===== config.mk =====
export PLATFORM = sky130hd
export DESIGN_NAME = masked_xor_pipe
export DESIGN_NICKNAME = d
export VERILOG_FILES = /design/src/rtl/masked_xor_pipe.sv
export SDC_FILE = /design/constraint.sdc
export NUM_CORES = 1
export LEC_CHECK = 0
export CORE_ASPECT_RATIO = 1.25
export CORE_UTILIZATION = 55
export DETAILED_ROUTE_END_ITERATION = 6
export DONT_BUFFER_PORTS = 1
export PLACE_DENSITY = 0.7
export SLEW_MARGIN = 5
export SYNTH_ARGS = -nofsm -noshare
export SYNTH_HDL_FRONTEND = slang
export SYNTH_SLANG_ARGS = --single-unit
export TNS_END_PERCENT = 1

===== constraint.sdc =====
create_clock -name clk -period 2.1 [get_ports clk]
set_clock_uncertainty 0.15 [all_clocks]
set_input_delay 0 -clock clk [delete_from_list [all_inputs] [get_ports clk]]
set_output_delay 0 -clock clk [all_outputs]
set_load 0.1 [all_outputs]

===== src/rtl/masked_xor_pipe.sv =====
// masked_xor_pipe: two-stage registered share-wise XOR of (D+1)-share masked operands.
// Stage 1 holds A^B per share, stage 2 drives port_c and optionally re-randomises
// the shares with a ring refresh.
// Optional feature macro: MASKED_XOR_REFRESH_EN (adds port_r and the ring refresh).
module masked_xor_pipe #(
    parameter int D = 1,
    parameter int K = 2
) (
    input  logic                 clk,
    input  logic                 rst_n,
    input  logic [(D+1)*K-1:0]   port_a,
    input  logic [(D+1)*K-1:0]   port_b,
    input  logic                 in_valid,
    output logic                 in_ready,
`ifdef MASKED_XOR_REFRESH_EN
    input  logic [(D+1)*K-1:0]   port_r,
`endif
    output logic [(D+1)*K-1:0]   port_c,
    output logic                 out_valid,
    input  logic                 out_ready,
    output logic [15:0]          xfer_cnt
);

    localparam int N = D + 1;
    localparam int W = N * K;

    logic         v1;
    logic         v2;
    logic [W-1:0] s1_c;
    logic [W-1:0] s2_c;
    logic [W-1:0] s2_next;
    logic         in_xfer;
    logic         s2_load;
    logic         out_xfer;

    assign s2_load   = v1 & (~v2 | out_ready);
    assign in_ready  = ~v1 | ~v2 | out_ready;
    assign in_xfer   = in_valid & in_ready;
    assign out_xfer  = v2 & out_ready;
    assign out_valid = v2;
    assign port_c    = s2_c;

`ifdef MASKED_XOR_REFRESH_EN
    // Ring refresh: each r[i] enters two neighbouring shares, so the unmasked value
    // is unchanged. With a single share r[0]^r[0] cancels and S2 equals s1_c.
    always_comb begin
        s2_next = s1_c;
        for (int i = 0; i < N; i++) begin
            s2_next[i*K +: K] = s1_c[i*K +: K] ^ port_r[i*K +: K]
                              ^ port_r[((i + 1) % N)*K +: K];
        end
    end
`else
    assign s2_next = s1_c;
`endif

    // Stage 1: share-wise XOR captured on input transfer; shares never mix.
    always_ff @(posedge clk or negedge rst_n) begin
        if (!rst_n) begin
            v1   <= 1'b0;
            s1_c <= '0;
        end else begin
            if (in_xfer) begin
                s1_c <= port_a ^ port_b;
            end
            v1 <= in_xfer | (v1 & ~s2_load);
        end
    end

    // Stage 2: output register, held stable while back-pressured.
    always_ff @(posedge clk or negedge rst_n) begin
        if (!rst_n) begin
            v2   <= 1'b0;
            s2_c <= '0;
        end else begin
            if (s2_load) begin
                s2_c <= s2_next;
            end
            v2 <= s2_load | (v2 & ~out_ready);
        end
    end

    // Completed output transfers, wrapping at 16 bits.
    always_ff @(posedge clk or negedge rst_n) begin
        if (!rst_n) begin
            xfer_cnt <= 16'd0;
        end else if (out_xfer) begin
            xfer_cnt <= xfer_cnt + 16'd1;
        end
    end

endmodule


# Word-level counts from Yosys, hierarchy flattened
# Index checks and enable logic that the tools add are counted.
[totals] register_bits=26 latchBits=0 ramBits=0 romBits=0 inputBits=12 out_inout_bits=22 elab_cells=21 memories=0
[classes] n_addsub=1 multipliers=0 div=0 order_cmp=0 n_eq_ne=0 shift=0 mux=0 n_bitwise=15 n_reduce_logical=0
[ops] operator="16-bit by 1-bit adder with 16-bit output, second input constant" count=1
[ops] operator="1-bit AND" count=5
[ops] operator="1-bit bitwise OR" count=5
[ops] operator="1-bit inverter" count=4
[ops] operator="4-bit XOR" count=1

# Depth between registers and ports, before layout
[logic_depth] word_depth=6 ltp_mapped=5 ltp_nobuf=5

# Least setup slack after synthesis
# No wires, ideal clock.
[synth_timing] path_type="flip-flop to flip-flop" startpoint="register v2 (netlist: out_valid)" endpoint="register s1_c[0]" setup_time_ns=0.138 t_arrival_ns=2.603 t_required_ns=1.812 slack_ns=-0.791 path_stages_with_launch=4 n_path_buf=0 period_less_slack_ns=2.891 path_cell_list="dfrtp_1 -> nand3b_1 -> nand2_1 -> o21ai_0"
[synth_via] elab_chain_len=4
[synth_rtl] element="from (decl)" line="28" text="logic v2;"
[synth_rtl] element="from (signal assigned)" line="79" text="v2 <= s2_load | (v2 & ~out_ready);"
[synth_rtl] element="1-bit inverter" line="37" text="assign in_ready = ~v1 | ~v2 | out_ready;"
[synth_rtl] element="1-bit bitwise OR (2 in a row)" line="37"
[synth_rtl] element="via in_ready" line="14" text="output logic in_ready,"
[synth_rtl] element="1-bit AND" line="38" text="assign in_xfer = in_valid & in_ready;"
[synth_rtl] element="to (signal assigned)" line="64" text="s1_c <= port_a ^ port_b;"
[synth_rtl] element="to (decl)" line="29" text="logic [W-1:0] s1_c;"
# The timed path passes the listed nets, and every way through them passes these cells.
# A chain may end at the register's enable or synchronous reset.

# Final worst setup path
[layout_timing] startpoint="register xfer_cnt[0]" endpoint="register xfer_cnt[7]"
[layout_via] elab_chain_len=1
[layout_rtl] element="from (decl)" line="21" text="output logic [15:0] xfer_cnt"
[layout_rtl] element="from (signal assigned)" line="88" text="xfer_cnt <= xfer_cnt + 16'd1;"
[layout_rtl] element="16-bit by 1-bit adder with 16-bit output" line="88"
# No other way between the ends.

==> flow_summary.json <==
{
  "die-area_sq_mm": 0.002219,
  "maxSlewViolCount": 0,
  "clk_latency_ps": 310,
  "io_pins": 34,
  "p_leak_nw": 0.7163,
  "drt_first_pass_iters": 4,
  "placementRows": 17,
  "synth-async-reset-ratio_pct": 100.0,
  "ys_warn_count": 0,
  "worstMarginPinSlew_ps": 308.5,
  "grt_first_pass_wirelength_microns": 3967,
  "place_hpwl_microns": 1573,
  "p_clk_share_pct": 12.1,
  "drt_iter0_drc": 10,
  "initial_core_util_pct": 61.15,
  "netSwitchingPower_mw": 1.051,
  "synth_nets": 106,
  "mostFrequentLayoutCells": "25 x dfrtp_1, 22 x buf_4, 13 x xnor2_1, 12 x dlygate4sd3_1, 9 x nand2_1",
  "cts-root-buf": "clkbuf_4",
  "path_max_fanout": 3,
  "ant_nets": 0,
  "cts_max_level": 1,
  "crit_required_ps": 2200,
  "viasPerCell": 5.592,
  "dp_cells": 134,
  "hold_path_class": "in2async",
  "clk_path_buf_depth": 2,
  "netlist_top_cells_area": "dfrtp_1 58%, xnor2_1 10%, mux2_2 5.0%",
  "internal-power_uw": 953.8,
  "ys_seq_area_share_pct": 58.17,
  "area_growth_syn_to_layout_pct": 35.01,
  "postSynthCellCount": 93,
  "p_seq_share_pct": 34.0,
  "synth_cell_types": 19,
  "comb_power_share_pct": 54.0,
  "relSlewSlack_pct": 79.44,
  "postCtsHoldBufs": 14,
  "rsz0062_at_grt": "no",
  "wl_per_cell_microns": 14.92,
  "drive_above_1_share_pct": 30.08,
  "peakVddDrop_mv": 1.519,
  "crit_arrival_ps": 1750,
  "maxCapViolations": 0,
  "grt.total_usage_pct": 24.39,
  "synth_edf_count": 0,
  "period_needed_ps": 1651,
  "hold_viol_final": 0,
  "cts_tree": "built",
  "diodes": 0,
  "grt_antenna_before_repair": 0,
  "cts.sinks": 26,
  "numCtsBuffers": 3,
  "ys_ff_latch": 26,
  "vias": 850,
  "power_density_mw_per_mm2": 1328,
  "path_clk_slew_ps": 130,
  "final_common_cell": "dfrtp_1",
  "hold_ws_ps": 34.91,
  "end_kind": "flip-flop",
  "final_cell_area_sq_mm": 0.001510,
  "fin_cells": 152,
  "drc": 0,
  "final_nets": 147,
  "yosys.area.top_type_share_pct": 58.17,
  "synth_flop_cell": "dfrtp_1",
  "gp_congestion": 0.7319,
  "fmax_mhz": 605.6,
  "placedInstanceArea_sq_mm": 0.001314,
  "post-route-period-util_pct": 78.63,
  "worstSetupPathType": "reg2reg",
  "wl_microns": 2268,
  "avgSynthCellArea_sq_um": 12.03,
  "overflow": 0,
  "die_h_microns": 52.42,
  "cts_setup_buffers": 0,
  "netlist_area_sq_mm": 0.001119,
  "grt_max_degree": 27,
  "setup_viol": 0,
  "sw_frac_of_total_pct": 52.43,
  "yosysTopAreaCell": "dfrtp_1",
  "status": "finished clean",
  "core_sq_mm": 0.001829,
  "power.total_mw": 2.005,
  "post_cts_resized": 0,
  "port_buffers": 0,
  "cp-start-kind": "flip-flop",
  "die_x_microns": 42.34,
  "grt_pass1_vias": 856
}
## final timing paths
check,depth (start not counted),start,slack [ps],to
worst max-delay path,5,xfer_cnt[0],450,xfer_cnt[7]
worst min-delay path,3,rst_n,30,xfer_cnt[2]
worst max register to register,5,xfer_cnt[0],450,xfer_cnt[7]
worst min register to register,2,s1_c[3],360,s1_c[3]
max in group asynchronous,3,rst_n,1590,out_valid
min in group clk,3,port_b[2],260,s1_c[2]
## logic make-up after synthesis
group                    synth area share, %
multiplexers                           5.033
AND/OR/NAND/NOR                        18.68
AO/OA/AOI/OAI                          1.790
XOR/XNOR                               14.88
buffers and inverters                 0.3352
adder cells (fa/ha/maj)                1.118
flip-flops                             58.17
## critical path, cell delays in order, from the launching register on
cell,delay (ps)
dfrtp_1,370
buf_4,300
and3_1,240
nand3_1,140
nor3_2,220
xor2_1,160
## synthesized netlist by cell type, types with 2 or more instances
cell type and instances:
and3_1 3, nand2b_1 3, o21ai_0 4, mux2_2 5, nand3_1 8, xnor2_1 13, nor2_1 5, xor2_1 6
nor3_2 2, nand2_1 10, dfrtp_1 26
## final cells by class
cell class	count	area [sq um]
inverter	1	3.754
sequential	26	654.4
clock buffer	4	36.28
tap	19	23.77
timing repair buffer	36	325.3
fill	116	319.1
multi-input combinational	66	466.7
## power groups by stage
stage                     Clock, mW  Combinational, mW  Sequential, mW
after floorplan                   0              0.185            1.33
after global placement            0               1.02           0.679
after detailed placement          0               1.04           0.690
after CTS                     0.252               1.08           0.679
after global routing          0.271               1.12           0.695
final                         0.242               1.08           0.681
## metrics by stage
step	setup WS [ps]	utilization, %	TNS, ps
after CTS	428.4	82.56	0
after global routing	333.0	82.56	0
after global placement	502.2	71.82	0
final	448.9	82.56	0
after floorplan	-173.0	-	-928.9
after detailed placement	453.0	71.82	0
## state kept, by name, indices dropped and copies added (netlist names)
name,count
xfer_cnt,16
port_c,4
s1_c,4
out_valid,1
v1,1
## routing by layer
layer,vias to the layer above,wire length (microns),GRT usage (%)
li1,392,-,-
met1,419,868,28.96
met2,33,1252,41.79
met3,6,101,5.862
met4,0,46,10.94
met5,-,0,0
(Power assumes the default switching activity.)
